<file path="config.mk">
export PLATFORM = sky130hd
export DESIGN_NAME = cpu_ctrl
export DESIGN_NICKNAME = d
export VERILOG_FILES = /design/src/rtl/cpu_ctrl.sv
export SDC_FILE = /design/constraint.sdc
export NUM_CORES = 1
export LEC_CHECK = 0
export ABC_CLOCK_PERIOD_IN_PS = 3900
export CAP_MARGIN = 30
export CORE_UTILIZATION = 45
export CTS_CLUSTER_SIZE = 20
export DETAILED_ROUTE_END_ITERATION = 16
export HOLD_SLACK_MARGIN = 0.12
export PLACE_DENSITY = 0.92
export REMOVE_ABC_BUFFERS = 1
export SKIP_CTS_REPAIR_TIMING = 1
export SKIP_LAST_GASP = 1
export SYNTH_ARGS = -nofsm -noshare
export SYNTH_HDL_FRONTEND = slang
export SYNTH_SLANG_ARGS = --single-unit
</file>
<file path="constraint.sdc">
create_clock -name clk -period 3.9 [get_ports clk]
set_clock_uncertainty 0.2 [all_clocks]
set_input_delay 0.39 -clock clk [delete_from_list [all_inputs] [get_ports clk]]
set_output_delay 0.39 -clock clk [all_outputs]
set_load 0.1 [all_outputs]
</file>
<file path="src/rtl/cpu_ctrl.sv">
// Instruction sequencer for the 8-bit CPU: fetch/decode FSM, control strobe decode,
// latched ALU flags for conditional jumps, and run / single-step / halt handling.
module cpu_ctrl (
    input  logic       clk,
    input  logic       rst,
    input  logic       run,
    input  logic       step,
    input  logic [7:0] instr,
    input  logic       f_c,
    input  logic       f_z,
    output logic [2:0] bus_src,
    output logic [3:0] operand,
    output logic       mar_load,
    output logic       ir_load,
    output logic       pc_inc,
    output logic       pc_load,
    output logic       a_load,
    output logic       b_load,
    output logic       ram_we,
    output logic       out_load,
    output logic       alu_en,
    output logic [1:0] alu_op,
    output logic       halted
);

    localparam logic [1:0] ALU_ADD = 2'b00;
    localparam logic [1:0] ALU_SUB = 2'b01;
    localparam logic [1:0] ALU_OR  = 2'b10;
    localparam logic [1:0] ALU_AND = 2'b11;

    localparam logic [2:0] BUS_NONE = 3'd0;
    localparam logic [2:0] BUS_PC   = 3'd1;
    localparam logic [2:0] BUS_RAM  = 3'd2;
    localparam logic [2:0] BUS_OPND = 3'd3;
    localparam logic [2:0] BUS_A    = 3'd4;
    localparam logic [2:0] BUS_ALU  = 3'd5;

    localparam logic [3:0] OP_LDA = 4'h1;
    localparam logic [3:0] OP_ADD = 4'h2;
    localparam logic [3:0] OP_SUB = 4'h3;
    localparam logic [3:0] OP_OR  = 4'h4;
    localparam logic [3:0] OP_AND = 4'h5;
    localparam logic [3:0] OP_STA = 4'h6;
    localparam logic [3:0] OP_LDI = 4'h7;
    localparam logic [3:0] OP_JMP = 4'h8;
    localparam logic [3:0] OP_JC  = 4'h9;
    localparam logic [3:0] OP_JZ  = 4'hA;
    localparam logic [3:0] OP_OUT = 4'hE;
    localparam logic [3:0] OP_HLT = 4'hF;

    typedef enum logic [2:0] {
        IDLE, FETCH0, FETCH1, EX0, EX1, EX2, EX3, HALT
    } state_t;

    state_t     state_reg;
    logic [7:0] ir_reg;
    logic       flag_c_reg;
    logic       flag_z_reg;

    logic [3:0] opcode;
    logic       is_alu;
    logic       uses_mar;
    state_t     done_state;

    assign opcode     = ir_reg[7:4];
    assign is_alu     = (opcode >= OP_ADD) && (opcode <= OP_AND);
    assign uses_mar   = is_alu || (opcode == OP_LDA) || (opcode == OP_STA);
    assign done_state = run ? FETCH0 : IDLE;

    always_ff @(posedge clk or posedge rst) begin
        if (rst) begin
            state_reg  <= IDLE;
            ir_reg     <= 8'h00;
            flag_c_reg <= 1'b0;
            flag_z_reg <= 1'b0;
        end else begin
            case (state_reg)
                IDLE:   if (run || step) state_reg <= FETCH0;
                FETCH0: state_reg <= FETCH1;
                FETCH1: begin
                    ir_reg    <= instr;
                    state_reg <= EX0;
                end
                EX0: begin
                    if (opcode == OP_HLT)  state_reg <= HALT;
                    else if (uses_mar)     state_reg <= EX1;
                    else                   state_reg <= done_state;
                end
                EX1:    state_reg <= is_alu ? EX2 : done_state;
                EX2:    state_reg <= EX3;
                EX3: begin
                    // Flags come from the registered ALU, valid one cycle after alu_en.
                    flag_c_reg <= f_c;
                    flag_z_reg <= f_z;
                    state_reg  <= done_state;
                end
                HALT:   state_reg <= HALT;
                default: state_reg <= IDLE;
            endcase
        end
    end

    always_comb begin
        bus_src  = BUS_NONE;
        mar_load = 1'b0;
        ir_load  = 1'b0;
        pc_inc   = 1'b0;
        pc_load  = 1'b0;
        a_load   = 1'b0;
        b_load   = 1'b0;
        ram_we   = 1'b0;
        out_load = 1'b0;
        alu_en   = 1'b0;
        alu_op   = ALU_ADD;
        halted   = (state_reg == HALT);
        // IDLE and HALT present an all-quiet interface, operand included.
        operand  = ((state_reg == IDLE) || (state_reg == HALT)) ? 4'h0 : ir_reg[3:0];

        case (state_reg)
            FETCH0: begin
                bus_src  = BUS_PC;
                mar_load = 1'b1;
            end
            FETCH1: begin
                bus_src = BUS_RAM;
                ir_load = 1'b1;
                pc_inc  = 1'b1;
            end
            EX0: begin
                if (uses_mar) begin
                    bus_src  = BUS_OPND;
                    mar_load = 1'b1;
                end else begin
                    case (opcode)
                        OP_LDI: begin
                            bus_src = BUS_OPND;
                            a_load  = 1'b1;
                        end
                        OP_JMP: begin
                            bus_src = BUS_OPND;
                            pc_load = 1'b1;
                        end
                        OP_JC: if (flag_c_reg) begin
                            bus_src = BUS_OPND;
                            pc_load = 1'b1;
                        end
                        OP_JZ: if (flag_z_reg) begin
                            bus_src = BUS_OPND;
                            pc_load = 1'b1;
                        end
                        OP_OUT: begin
                            bus_src  = BUS_A;
                            out_load = 1'b1;
                        end
                        default: ;
                    endcase
                end
            end
            EX1: begin
                if (opcode == OP_LDA) begin
                    bus_src = BUS_RAM;
                    a_load  = 1'b1;
                end else if (opcode == OP_STA) begin
                    bus_src = BUS_A;
                    ram_we  = 1'b1;
                end else if (is_alu) begin
                    bus_src = BUS_RAM;
                    b_load  = 1'b1;
                end
            end
            EX2: begin
                if (is_alu) begin
                    alu_en = 1'b1;
                    case (opcode)
                        OP_SUB:  alu_op = ALU_SUB;
                        OP_OR:   alu_op = ALU_OR;
                        OP_AND:  alu_op = ALU_AND;
                        default: alu_op = ALU_ADD;
                    endcase
                end
            end
            EX3: begin
                if (is_alu) begin
                    bus_src = BUS_ALU;
                    a_load  = 1'b1;
                end
            end
            default: ;
        endcase
    end

endmodule
</file>
==> results of run 1 <==
-- per-layer routing --
layer  wire length [um]  track usage  up-vias
met2                929       0.3278       25
met5                  0            0        -
met1                907       0.2599      346
li1                   -            -      406
met3                 98      0.02353        0
met4                  0      0.06857        0
-- cell usage after synthesis, types with 2 or more instances --
cell      count
nor2_1        5
nor3b_1       3
o31ai_1       2
inv_1         4
buf_2         3
nand2b_1      3
nor2b_1       3
buf_4         6
mux2_2        9
nand2_1       6
dfrtp_1      13
nor3_1        7
o21ai_0       4
and2_1        6
nand3_1       2
a21oi_1       4
o21bai_1      2
-- cells by family (layout without fill, tap and decap cells) --
family	count (synthesis)	in the layout	synth area share
buffers and inverters	13	41	0.08367
XOR/XNOR	1	1	0.009765
multiplexers	9	9	0.1130
flip-flops	13	13	0.3626
AND/OR/NAND/NOR	42	42	0.2664
AO/OA/AOI/OAI	21	21	0.1646
-- cell type report --
class | count | area (um2) | area share
Clock buffer | 3 | 22.52 | 0.01911
Clock inverter | 1 | 5.005 | 0.004246
Inverter | 4 | 15.01 | 0.01274
Multi-Input combinational cell | 73 | 496.7 | 0.4214
Sequential cell | 13 | 325.3 | 0.2760
Tap cell | 25 | 31.28 | 0.02654
Timing Repair Buffer | 33 | 282.8 | 0.2399
-- path summary, 6_finish.rpt --
check / slack (ps) / from / cells after the start / endpoint
worst max-delay path: 1090 / state_reg[0] / 2 / halted
worst min-delay path: 230 / rst / 2 / ir_reg[2]
worst max register to register: 2110 / state_reg[1] / 4 / ir_reg[2]
worst min register to register: 300 / ir_reg[3] / 1 / ir_reg[3]
max in group asynchronous: 2940 / rst / 2 / state_reg[0]
min in group clk: 300 / ir_reg[3] / 1 / ir_reg[3]
-- critical path: cells and delay by family (launching register included) --
family / cells / cell delay, ps
buf+inv: 1 / 1140
flops: 1 / 560
simple gates: 1 / 250
-- per-stage QoR --
| stage | hold WS (ps) | area, um2 | worst slack (ps) | TNS, ps | utilization |
|---|---|---|---|---|---|
| after global routing | 279.5 | 1179 | 965.5 | 0 | 0.6542 |
| after floorplan | 66.96 | 837.1 | -622.5 | -6287 | - |
| final | 225.7 | 1179 | 1091 | 0 | 0.6542 |
| after detailed placement | 287.8 | 1151 | 1390 | 0 | 0.6389 |
| after global placement | 281.8 | 1151 | 1402 | 0 | 0.6389 |
| after CTS | 235.7 | 1179 | 1084 | 0 | 0.6542 |
-- layout by cell type (no fill, tap or decap), drive strengths merged, types with 2 or more instances in the layout --
cell type      count
o21ai              5
clkdlybuf4s50     14
nand2              6
inv                4
a21oi              4
nor2b              3
clkbuf             3
buf               19
o31ai              2
nand3              2
nor2               5
mux2               9
nor3               7
nor3b              3
dfrtp             13
and2               7
o21bai             2
nand2b             3
==> results.txt, run 1 <==
----------------------------------------------------
[Outcome]
  Status ... finished clean

[Clock network]
  Sink count of the clock tree ... 13
  TritonCTS clock tree ... done
  H-tree levels ... 1
  Total clock buffers created by CTS ... 3
  Master cell of the clock root buffer ... clkbuf_4
  Clock insertion delay at the later pin of the skew report ... 270 ps
  Clock buffer depth ... 2
  Clk pin slew, worst setup/hold paths ... 80 ps

[Timing]
  RSZ-0062 raised after global routing ... false
  Hold violation total from the final report ... 0
  Slew Viols, Final ... 0
  Actual transition at the worst max-transition pin ... 973.4 ps
  Final critical delay including setup and external delays ... 2809 ps
  Tcrit/Tclk final ... 0.7202
  Total of endpoints with negative setup slack in the final report ... 0
  Tightest slew margin relative to the limit ... 0.3490
  Max Clock Freq ... 356.0 MHz

[Worst setup path]
  Max stage delay on crit path ... 1140 ps
  Critical Path Slowest Stage Cell ... clkdlybuf4s50_1
  Data arrival time of the critical path ... 2220 ps
  Critical path peak fanout ... 15
  Worst Path Required ... 3310 ps
  Kind of critical path ... reg -> out
  Critical path startpoint category ... flop
  Crit. End Element ... output pin
  Chain of cells forming the critical path ... and3_1 -> clkdlybuf4s50_1

[Logic synthesis]
  Count of mapped cells out of synthesis ... 99
  Seq cells post-synth ... 13
  Netlist area before placement ... 897.1 um2
  Area leader, netlist ... dfrtp_1
  Portion of synthesized cell area occupied by the leading cell type ... 0.3626
  Cells taking the most area after synthesis ... dfrtp_1 (36%), mux2_2 (11%), buf_4 (5.0%)
  Top FF cell, synth ... dfrtp_1
  Warnings, synthesis ... 0
  Post-Syn Area per Cell ... 9.062 um2
  Count of flip-flops with a built-in enable after synthesis ... 0
  Number of unique standard cell types used by synthesis ... 34
  Async SR Flop Fraction ... 1.000
  Fraction of the yosys area taken by sequential cells ... 0.3626

[Floorplanning]
  Number of ports placed on the die boundary ... 33
  Initial standard-cell utilization of the core ... 0.4979
  Height of the die ... 46.65 um
  Die Span X ... 46.65 um
  Number of rows created at floorplan ... 15
  Area of the placeable core ... 1802 um2
  Die footprint ... 2176 um2

[Hold path]
  Worst min path class ... in -> async

[Detailed routing]
  Number of detailed-routing iterations run before antenna repair ... 4
  DRC marker count from the first detailed-route iteration ... 5
  Wirelength, routed ... 1.935 mm
  Routed WL per cell ... 12.73 um
  Vias per Instance ... 5.112
  Number of design rule violations left after detail routing ... 0
  Number of nets still failing antenna checks after routing ... 0
  Overall via count from detail_route ... 777

[Placed design]
  DPL Wire Length ... 1.527 mm
  Count of placed standard cells including taps ... 148
  Final estimated routing congestion in global placement ... 0.8617
  Count of input and output buffers ... 32

[Final layout]
  Antenna Cells ... 0
  Fraction of layout cells with a size suffix above 1 ... 0.2835
  Flip-flop count of the largest register, all copies and words added ... 8
  Final std cells w/o fill ... 152
  Area growth, synth to finish ... 31.38%
  Post-layout net count ... 142
  Fill cells ... 148

[Run]
  Number of max-capacitance violations reported ... 0

[Global route]
  All-layer global routing usage ... 0.1961
  Pin count of the biggest net entering global routing ... 16
  Total grt overflow ... 0
  Antenna violations before repair ... 0
  Number of global-route vias before repair ... 693
  Wire length of the first global-routing pass ... 3.029 mm

----------------------------------------------------
Power of run 1 is not shown: default switching activity piles up to over one toggle a cycle in this logic, so the estimate is an artifact.
==> inputs of run 2 (changes only) <==
Settings changed: ABC_CLOCK_PERIOD_IN_PS 3900 to 2250, CORE_UTILIZATION 45 to 39, PLACE_DENSITY 0.92 to 0.85.
Clock period 3.9 ns to 2.25 ns, I/O delays scaled along.
==> run 2 against run 1 <==
Effect of this change: sequential share of layout area fell by 6.0 points; sequential cell count unchanged; wire length increased by 18%; first-iteration DRC count grew to 3.6 times the previous value; critical path type unchanged; largest cell class is now non-clock buffers.
==> results.txt, run 2 (same netlist as run 1, synthesis figures left out) <==
----------------------------------------------------
[Floorplanning]
  Initial standard-cell utilization of the core ... 0.4095 (-0.08844)
  Die footprint ... 2496 um2 (+15%)
  Area of the placeable core ... 2191 um2 (+22%)
  Number of ports placed on the die boundary ... 33 (unchanged)
  Die Span X ... 49.96 um (+7.1%)
  Number of rows created at floorplan ... 17 (+2)
  Height of the die ... 49.96 um (+7.1%)

[Global route]
  Total grt overflow ... 0 (unchanged)
  Number of global-route vias before repair ... 810 (+17%)
  Pin count of the biggest net entering global routing ... 16 (unchanged)
  All-layer global routing usage ... 0.1948 (-0.001272)
  Wire length of the first global-routing pass ... 3.560 mm (+18%)
  Antenna violations before repair ... 0 (unchanged)

[Worst setup path]
  Register-to-register path setup slack ... 430 ps (-1680 ps)
  Crit. Startpoint ... ir_reg[7]
  Number of cells traversed by the worst register-to-register path ... 5 (+1)
  RR Startpoint ... state_reg[2]
  Worst r2r dst ... ir_reg[1]
  Critical path startpoint category ... flop
  Worst Path Required ... 1820 ps (-1490 ps)
  Kind of critical path ... reg -> out
  End point of the critical path ... bus_src[1]
  Crit. End Element ... output pin
  Critical path peak fanout ... 3 (-12)
  Data arrival time of the critical path ... 1810 ps (-410 ps)

[Detailed routing]
  Routed WL per cell ... 13.85 um (+8.8%)
  Number of detailed-routing iterations run before antenna repair ... 5 (+1)
  DRC marker count from the first detailed-route iteration ... 18 (+13)
  Overall via count from detail_route ... 867 (+12%)
  Vias per Instance ... 5.255 (+2.8%)
  Wirelength, routed ... 2.286 mm (+18%)
  Number of nets still failing antenna checks after routing ... 0 (unchanged)
  Number of design rule violations left after detail routing ... 0 (unchanged)

[Hold path]
  Hold Startpoint ... ir_reg[0]
  Worst min path class ... reg -> reg

[Final layout]
  Flip-flop count of the largest register, all copies and words added ... 8 (unchanged)
  Highest-count cells in the layout ignoring fill and taps ... buf_12 (18), clkdlybuf4s50_1 (13), mux2_2 (9), dfrtp_1 (9), buf_4 (9)
  Post-Layout Inst Area ... 1533 um2 (+30%)
  Fraction of layout cells with a size suffix above 1 ... 0.4015 (+0.1180)
  Area growth, synth to finish ... 70.85%
  Post-layout net count ... 152 (+7.0%)
  Fill cells ... 162 (+9.5%)
  Antenna Cells ... 0 (unchanged)
  Most common cell after layout, fill and taps aside ... buf_12

[Clock network]
  Clock insertion delay at the later pin of the skew report ... 280 ps (about the same)
  H-tree levels ... 1 (unchanged)
  Master cell of the clock root buffer ... clkbuf_4
  Clock buffer depth ... 2 (unchanged)
  Total clock buffers created by CTS ... 3 (unchanged)
  Sink count of the clock tree ... 13 (unchanged)
  TritonCTS clock tree ... done
  Clk pin slew, worst setup/hold paths ... 70 ps (about the same)

[Timing]
  Tcrit/Tclk final ... 0.9938
  Hold violation total from the final report ... 0 (unchanged)
  Tightest slew margin relative to the limit ... 0.6568 (+0.3078)
  Total negative slack for setup checks ... 0 ps (unchanged)
  Slew Viols, Final ... 0 (unchanged)
  Worst path setup slack after routing ... 14.05 ps (-1077 ps)
  Max Clock Freq ... 447.2 MHz
  Total of endpoints with negative setup slack in the final report ... 0 (unchanged)
  RSZ-0062 raised after global routing ... true
  Actual transition at the worst max-transition pin ... 510.1 ps (-463.3 ps)
  Final critical delay including setup and external delays ... 2236 ps

[Outcome]
  Status ... finished clean

[Run]
  Number of max-capacitance violations reported ... 0 (unchanged)

[Placed design]
  Count of input and output buffers ... 32 (unchanged)
  Placement-stage cell area ... 1420 um2 (+23%)
  Post-Place Setup Slack ... 138.0 ps (-1252 ps)
  DPL Wire Length ... 1.749 mm (+15%)
  Final estimated routing congestion in global placement ... 0.8916 (+3.5%)

----------------------------------------------------
-- run 2: worst min path at each step --
stage            endpoint  depth (start not counted)
6_report        ir_reg[0]                          1
2_1_floorplan  flag_c_reg                          1
3_3_place_gp    ir_reg[1]                          1
5_1_grt         ir_reg[2]                          1
3_5_place_dp    ir_reg[0]                          1
4_1_cts         ir_reg[1]                          2
-- run 2: cell type report --
| cell class | instances | area (um2) | share of cell area |
|---|---|---|---|
| Inverter | 4 | 15.01 | 0.009796 |
| Clock buffer | 4 | 26.28 | 0.01714 |
| Timing Repair Buffer | 43 | 598.1 | 0.3902 |
| Tap cell | 28 | 35.03 | 0.02286 |
| Sequential cell | 13 | 330.3 | 0.2155 |
| Multi-Input combinational cell | 73 | 528.0 | 0.3445 |
-- run 2: through the flow --
step | hold WS, ps | std cells | utilization
detailed placement | 287.5 | 155 | 0.6482
CTS | 75.69 | 159 | 0.6602
floorplan | -98.04 | 90 | -
finish | 302.1 | 165 | 0.6996
global route | 325.0 | 165 | 0.6996
global placement | 281.0 | 155 | 0.6482
-- run 2: worst max-delay path, stage by stage, from the launching register on --
cell	delay, ps
dfrtp_1	390
nand2b_1	210
nor3_2	190
nor3b_1	220
a2bb2oi_1	300
buf_12	220
-- run 2: per-layer routing --
layer  vias to the layer above  global-route usage  part of all wire
met3                         2             0.06481             0.072
li1                        427                   -                 -
met2                        41              0.3311              0.53
met5                         -                   0                 0
met4                         0              0.1143            0.0039
met1                       397              0.2076              0.39
Power of run 2 is left out for the same reason.
